**src/rtl/regfile_wb_if.sv**
```systemverilog
// Writeback bus between the two result paths, the issue-time reserve port
// and the register file write port / scoreboard.
interface regfile_wb_if #(
  parameter int DATA_W = 32
);
  logic              rsv_valid;
  logic [4:0]        rsv_addr;

  logic              a_valid;
  logic [4:0]        a_addr;
  logic [DATA_W-1:0] a_data;
  logic              a_ready;

  logic              b_valid;
  logic [4:0]        b_addr;
  logic [DATA_W-1:0] b_data;
  logic              b_ready;

  logic [31:0]       wr_en;
  logic [DATA_W-1:0] wr_data;
  logic [31:0]       busy;
  logic              err_dbl_rsv;

  modport master (
    output rsv_valid, rsv_addr,
    output a_valid, a_addr, a_data,
    output b_valid, b_addr, b_data,
    input  a_ready, b_ready,
    input  wr_en, wr_data, busy, err_dbl_rsv
  );

  modport slave (
    input  rsv_valid, rsv_addr,
    input  a_valid, a_addr, a_data,
    input  b_valid, b_addr, b_data,
    output a_ready, b_ready,
    output wr_en, wr_data, busy, err_dbl_rsv
  );
endinterface

```
**src/rtl/regfile_wb_arbiter.sv**
```systemverilog
// Two-requester register-file writeback arbiter with a destination scoreboard.
// Define WB_RR_ARB_EN for round-robin arbitration; default is fixed priority (B wins).
//
// Arbiter pointer (round-robin build only)
//   state | meaning
//   PTR_A | A wins the next contested cycle
//   PTR_B | B wins the next contested cycle
module regfile_wb_arbiter #(
  parameter int DATA_W = 32
) (
  input  logic        clk,
  input  logic        rst,
  regfile_wb_if.slave wb
);

  logic              prio_a;
  logic              grant_a;
  logic              grant_b;
  logic              xfer;
  logic [4:0]        xfer_addr;
  logic [DATA_W-1:0] xfer_data;

  logic [31:0]       wr_en_q;
  logic [DATA_W-1:0] wr_data_q;
  logic [31:0]       busy_q;
  logic [31:0]       busy_nxt;
  logic              err_q;
  logic              dbl_rsv;

`ifdef WB_RR_ARB_EN
  typedef enum logic {
    PTR_A = 1'b0,
    PTR_B = 1'b1
  } ptr_e;

  ptr_e ptr_q;
  ptr_e ptr_nxt;

  always_ff @(posedge clk) begin
    if (rst) begin
      ptr_q <= PTR_A;
    end else begin
      ptr_q <= ptr_nxt;
    end
  end

  // After any grant, priority passes to the requester that was not served.
  always_comb begin
    ptr_nxt = ptr_q;
    if (grant_a) begin
      ptr_nxt = PTR_B;
    end else if (grant_b) begin
      ptr_nxt = PTR_A;
    end
  end

  always_comb begin
    prio_a = (ptr_q == PTR_A);
  end
`else
  always_comb begin
    prio_a = 1'b0;
  end
`endif

  always_comb begin
    grant_a = !rst && wb.a_valid && (!wb.b_valid || prio_a);
    grant_b = !rst && wb.b_valid && !grant_a;
  end

  assign wb.a_ready = grant_a;
  assign wb.b_ready = grant_b;

  always_comb begin
    xfer      = grant_a || grant_b;
    xfer_addr = wb.b_addr;
    xfer_data = wb.b_data;
    if (grant_a) begin
      xfer_addr = wb.a_addr;
      xfer_data = wb.a_data;
    end
  end

  // A reserve landing on a register whose write retires this same cycle is a
  // normal back-to-back reuse, not a double reservation.
  always_comb begin
    dbl_rsv = wb.rsv_valid && (wb.rsv_addr != 5'd0) && busy_q[wb.rsv_addr]
              && !(xfer && (xfer_addr == wb.rsv_addr));
  end

  always_comb begin
    busy_nxt = busy_q;
    if (xfer) begin
      busy_nxt[xfer_addr] = 1'b0;
    end
    if (wb.rsv_valid) begin
      busy_nxt[wb.rsv_addr] = 1'b1;
    end
    busy_nxt[0] = 1'b0;
  end

  always_ff @(posedge clk) begin
    if (rst) begin
      wr_en_q   <= '0;
      wr_data_q <= '0;
      busy_q    <= '0;
      err_q     <= 1'b0;
    end else begin
      if (xfer && (xfer_addr != 5'd0)) begin
        wr_en_q <= 32'd1 << xfer_addr;
      end else begin
        wr_en_q <= '0;
      end
      if (xfer) begin
        wr_data_q <= xfer_data;
      end
      busy_q <= busy_nxt;
      if (dbl_rsv) begin
        err_q <= 1'b1;
      end
    end
  end

  assign wb.wr_en       = wr_en_q;
  assign wb.wr_data     = wr_data_q;
  assign wb.busy        = busy_q;
  assign wb.err_dbl_rsv = err_q;

endmodule

```
**src/flat_wrapper.sv**
```systemverilog
// flat-port wrapper written by rule: the top's interface ports become plain ports
module regfile_wb_arbiter_flat 
#(
  parameter int DATA_W = 32
)
  (clk, rst, wb_rsv_valid, wb_rsv_addr, wb_a_valid, wb_a_addr, wb_a_data, wb_b_valid, wb_b_addr, wb_b_data, wb_a_ready, wb_b_ready, wb_wr_en, wb_wr_data, wb_busy, wb_err_dbl_rsv);
  regfile_wb_if #(.DATA_W(DATA_W)) wb_i ();
  input  logic clk;
  input  logic rst;
  input wire logic [$bits(wb_i.rsv_valid)-1:0] wb_rsv_valid;
  input wire logic [$bits(wb_i.rsv_addr)-1:0] wb_rsv_addr;
  input wire logic [$bits(wb_i.a_valid)-1:0] wb_a_valid;
  input wire logic [$bits(wb_i.a_addr)-1:0] wb_a_addr;
  input wire logic [$bits(wb_i.a_data)-1:0] wb_a_data;
  input wire logic [$bits(wb_i.b_valid)-1:0] wb_b_valid;
  input wire logic [$bits(wb_i.b_addr)-1:0] wb_b_addr;
  input wire logic [$bits(wb_i.b_data)-1:0] wb_b_data;
  output wire logic [$bits(wb_i.a_ready)-1:0] wb_a_ready;
  output wire logic [$bits(wb_i.b_ready)-1:0] wb_b_ready;
  output wire logic [$bits(wb_i.wr_en)-1:0] wb_wr_en;
  output wire logic [$bits(wb_i.wr_data)-1:0] wb_wr_data;
  output wire logic [$bits(wb_i.busy)-1:0] wb_busy;
  output wire logic [$bits(wb_i.err_dbl_rsv)-1:0] wb_err_dbl_rsv;
  assign wb_i.rsv_valid = wb_rsv_valid;
  assign wb_i.rsv_addr = wb_rsv_addr;
  assign wb_i.a_valid = wb_a_valid;
  assign wb_i.a_addr = wb_a_addr;
  assign wb_i.a_data = wb_a_data;
  assign wb_i.b_valid = wb_b_valid;
  assign wb_i.b_addr = wb_b_addr;
  assign wb_i.b_data = wb_b_data;
  assign wb_a_ready = wb_i.a_ready;
  assign wb_b_ready = wb_i.b_ready;
  assign wb_wr_en = wb_i.wr_en;
  assign wb_wr_data = wb_i.wr_data;
  assign wb_busy = wb_i.busy;
  assign wb_err_dbl_rsv = wb_i.err_dbl_rsv;
  regfile_wb_arbiter #(.DATA_W(DATA_W)) u_core (.clk(clk), .rst(rst), .wb(wb_i));
endmodule
```
**config.mk**
```make
export PLATFORM = sky130hd
export DESIGN_NAME = regfile_wb_arbiter_flat
export DESIGN_NICKNAME = d
export VERILOG_FILES = /design/src/rtl/regfile_wb_if.sv /design/src/rtl/regfile_wb_arbiter.sv /design/src/flat_wrapper.sv
export SDC_FILE = /design/constraint.sdc
export NUM_CORES = 1
export LEC_CHECK = 0
export ABC_AREA = 1
export CORE_ASPECT_RATIO = 0.5
export CORE_MARGIN = 8
export CORE_UTILIZATION = 44
export CTS_BUF_LIST = sky130_fd_sc_hd__clkbuf_4
export DETAILED_ROUTE_END_ITERATION = 8
export PLACE_DENSITY_LB_ADDON = 0.2
export SLEW_MARGIN = 20
export SYNTH_ARGS = -nofsm -noshare
export SYNTH_HDL_FRONTEND = slang
export SYNTH_SLANG_ARGS = --single-unit
```
**constraint.sdc**
```tcl
create_clock -name clk -period 1.96 [get_ports clk]
set_input_delay 0.294 -clock clk [delete_from_list [all_inputs] [get_ports clk]]
set_output_delay 0.294 -clock clk [all_outputs]
set_load 0.05 [all_outputs]
```
==> out/qor.txt <==
overall power: 4340 uW
post-route core utilization: 68.38%
grt met2 use: 34.62%
Avg Inst Size Synth: 7.497 sq um
Critical R2R Launch: u_core.wb.busy[30]
Hold Crit Start: u_core.wb.err_dbl_rsv
all-layer global routing usage: 22.84%
Die Width: 157.8 microns
clk buf depth: 2
Initial Utilization: 44.29%
largest family of logic cells by synthesized area: simple AND/OR/NAND/NOR gates
core area: 0.009987 sq mm
Post-synth EDFFs: 0
xor and xnor area share after synthesis: 0%
dpl cells: 936
DRC Markers: 0
I/O pins: 183
synthesized cell area: 0.004423 sq mm
CP top delay family: buffers and inverters
WP buf/inv: 1
htree depth: 3
FF+latch count, synth: 96
pwr dens: 635.5 mW/mm^2
Stages on worst setup path: 1
Post-Route WL: 15660 microns
initial antenna violation count: 1
Clock Latency Late Sink: 450 ps
max-slew violation count: 0
Final Critical Period: 1913 ps
commonest non-fill, non-tap cells in the layout: 186 x nand2_1, 108 x clkdlybuf4s50_1, 96 x dfxtp_1
Critical Path Slowest Stage Cell: clkdlybuf4s50_1
final setup violation count: 0
status: completed
synth unique cells: 28
Syn Inst Count: 590
post-DR vias/cell: 5.094
Area Growth Syn to Fin: 54.40%
GP Congestion: 0.9191
R2R Setup Slk: 760 ps
pin count of the biggest net entering global routing: 34
Crit Path Max Fanout: 1
Adder-Cell Fraction of Synth Area: 0%
Root Buffer: clkbuf_4
DR vias: 4855
met1 usage: 30.33%
Post-synth ARST share: 0%
max cap viols: 0
CP Class: reg -> out
area occupied by registers: 0.001922 sq mm
Worst Tran Pin Value: 553.7 ps
Slew headroom: 63.24%
number of cells on the worst hold path: 2
required time of the critical path: 1670 ps
DR WL/cell: 16.43 microns
Critical Path, Cell by Cell: clkdlybuf4s50_1
CTS tree: done
crit path launch type: flip-flop
fraction of layout cells with a size suffix above 1: 16.26%
Main synth FF type: dfxtp_1
filler cell count: 864
multiplexer share of the synthesized area: 0%
worst reg2reg path depth: 10
final-stage net count: 891
CP Capture Type: output pin
Peak VDD IR: 0.0003136 V
hold_buf cts: 0
met3 Use GR: 7.129%
hold_ws: 485.3 ps
# clock sinks: 96
Pre-Repair DR Iteration Count: 5
GRT busiest layer: met2
Lkg Pwr: 0.003457 uW
final antenna-violating net count: 0
Multi-input gate area: 0.002111 sq mm
dpl hpwl: 12160 microns
Finished Layout Cells: 953
Tcrit/Tclk final: 97.62%
Hold Vio Cnt, Final: 0
crit path DAT: 1620 ps
total grt overflow: 0
simple-gate share of the synthesized area: 33.95%
DIE AREA: 0.01371 sq mm
CTS Buf Count: 9
RR Endpoint: u_core.wb.err_dbl_rsv
clock-pin slew of the registers on the worst-case setup and hold paths: 150 ps
Clock Skew: 14.60 ps
unrepaired setup endpoints after global routing: no
PortBufs: 181
Synth Area in Compound Gates: 13.61%
vias in the first global route: 4739
f_max: 0.5227 GHz
first-pass GRT wire length: 24690 microns
initial DRC count: 493
slowest stage delay, CP: 810 ps
die height: 86.90 microns
Seq/Total Area, Yosys: 43.45%
most common cell after layout, fill and taps aside: nand2_1
Yosys warning count: 0
Hold Path Sink: u_core.wb.err_dbl_rsv
HP Class: reg -> reg
Rows: 26
## tightest hold or removal path, cell delays in order, from the launching register on
cell     delay (ps)
dfxtp_1         350
inv_1            50
a21oi_1          50
## cell families after synthesis
family | after synthesis
AND/OR/NAND/NOR | 317
AO/OA/AOI/OAI | 96
flip-flops | 96
buffers and inverters | 80
other | 1
## area by class of cell
type	count	share of cell area, %
Antenna cell	1	0.03664
Clock buffer	9	0.9894
Clock inverter	7	1.301
Inverter	49	2.803
Multi-Input combinational cell	415	30.91
Sequential cell	96	28.14
Tap cell	140	2.565
Timing Repair Buffer	236	33.25
## per-layer routing
| layer | up-vias | share of wire (%) |
|---|---|---|
| li1 | 2347 | - |
| met4 | 0 | 1.7 |
| met3 | 27 | 11 |
| met1 | 2245 | 44 |
| met5 | - | 0 |
| met2 | 236 | 43 |
## registers in the layout, summed over array words and instances, names as in the netlist
name                   cells
u_core.wb.wr_en           32
u_core.wb.wr_data         32
u_core.wb.busy            31
u_core.wb.err_dbl_rsv      1
## where the power goes
part / switching (uW) / internal, uW
Combinational: 691 / 442
Clock: 721 / 420
Sequential: 37.8 / 2030
Total: 1450 / 2890
## synthesized netlist by cell type, types with 9 or more instances
| master | count | area [sq um] |
|---|---|---|
| nand2_4 | 11 | 123.9 |
| clkbuf_1 | 10 | 37.54 |
| o21ai_0 | 9 | 45.04 |
| nor3_1 | 14 | 70.07 |
| inv_1 | 43 | 161.4 |
| nand2_1 | 186 | 698.2 |
| dfxtp_1 | 96 | 1922 |
| o21ai_1 | 18 | 90.09 |
| o211ai_1 | 32 | 240.2 |
| buf_2 | 9 | 45.04 |
| nand3_1 | 47 | 235.2 |
| nor2_1 | 36 | 135.1 |
| a21oi_1 | 28 | 140.1 |
## worst max-delay path by stage
stage	start	end
after global routing	u_core.wb.wr_en[25]	wb_wr_en[25]
after detailed placement	wb_a_valid	u_core.wb.busy[23]
after CTS	u_core.wb.wr_data[13]	wb_wr_data[13]
after floorplan	rst	wb_b_ready
final	u_core.wb.wr_en[2]	wb_wr_en[2]
after global placement	wb_a_valid	u_core.wb.busy[9]
## timing repair
item | in CTS | in global routing
buffers inserted | 0 | 0
endpoints found under the setup margin | 36 | 24
gates resized for setup | 36 | 24
## per-stage QoR
stage / worst slack [ps] / instance area, sq um / setup TNS, ps
final: 46.69 / 6829 / 0
after global routing: 2.094 / 6829 / 0
after CTS: 1.048 / 6765 / 0
after detailed placement: -150.5 / 6649 / -6788
after global placement: -68.23 / 6649 / -1793
after floorplan: 358.5 / 4427 / 0
Power figures use the tool's default switching activity.
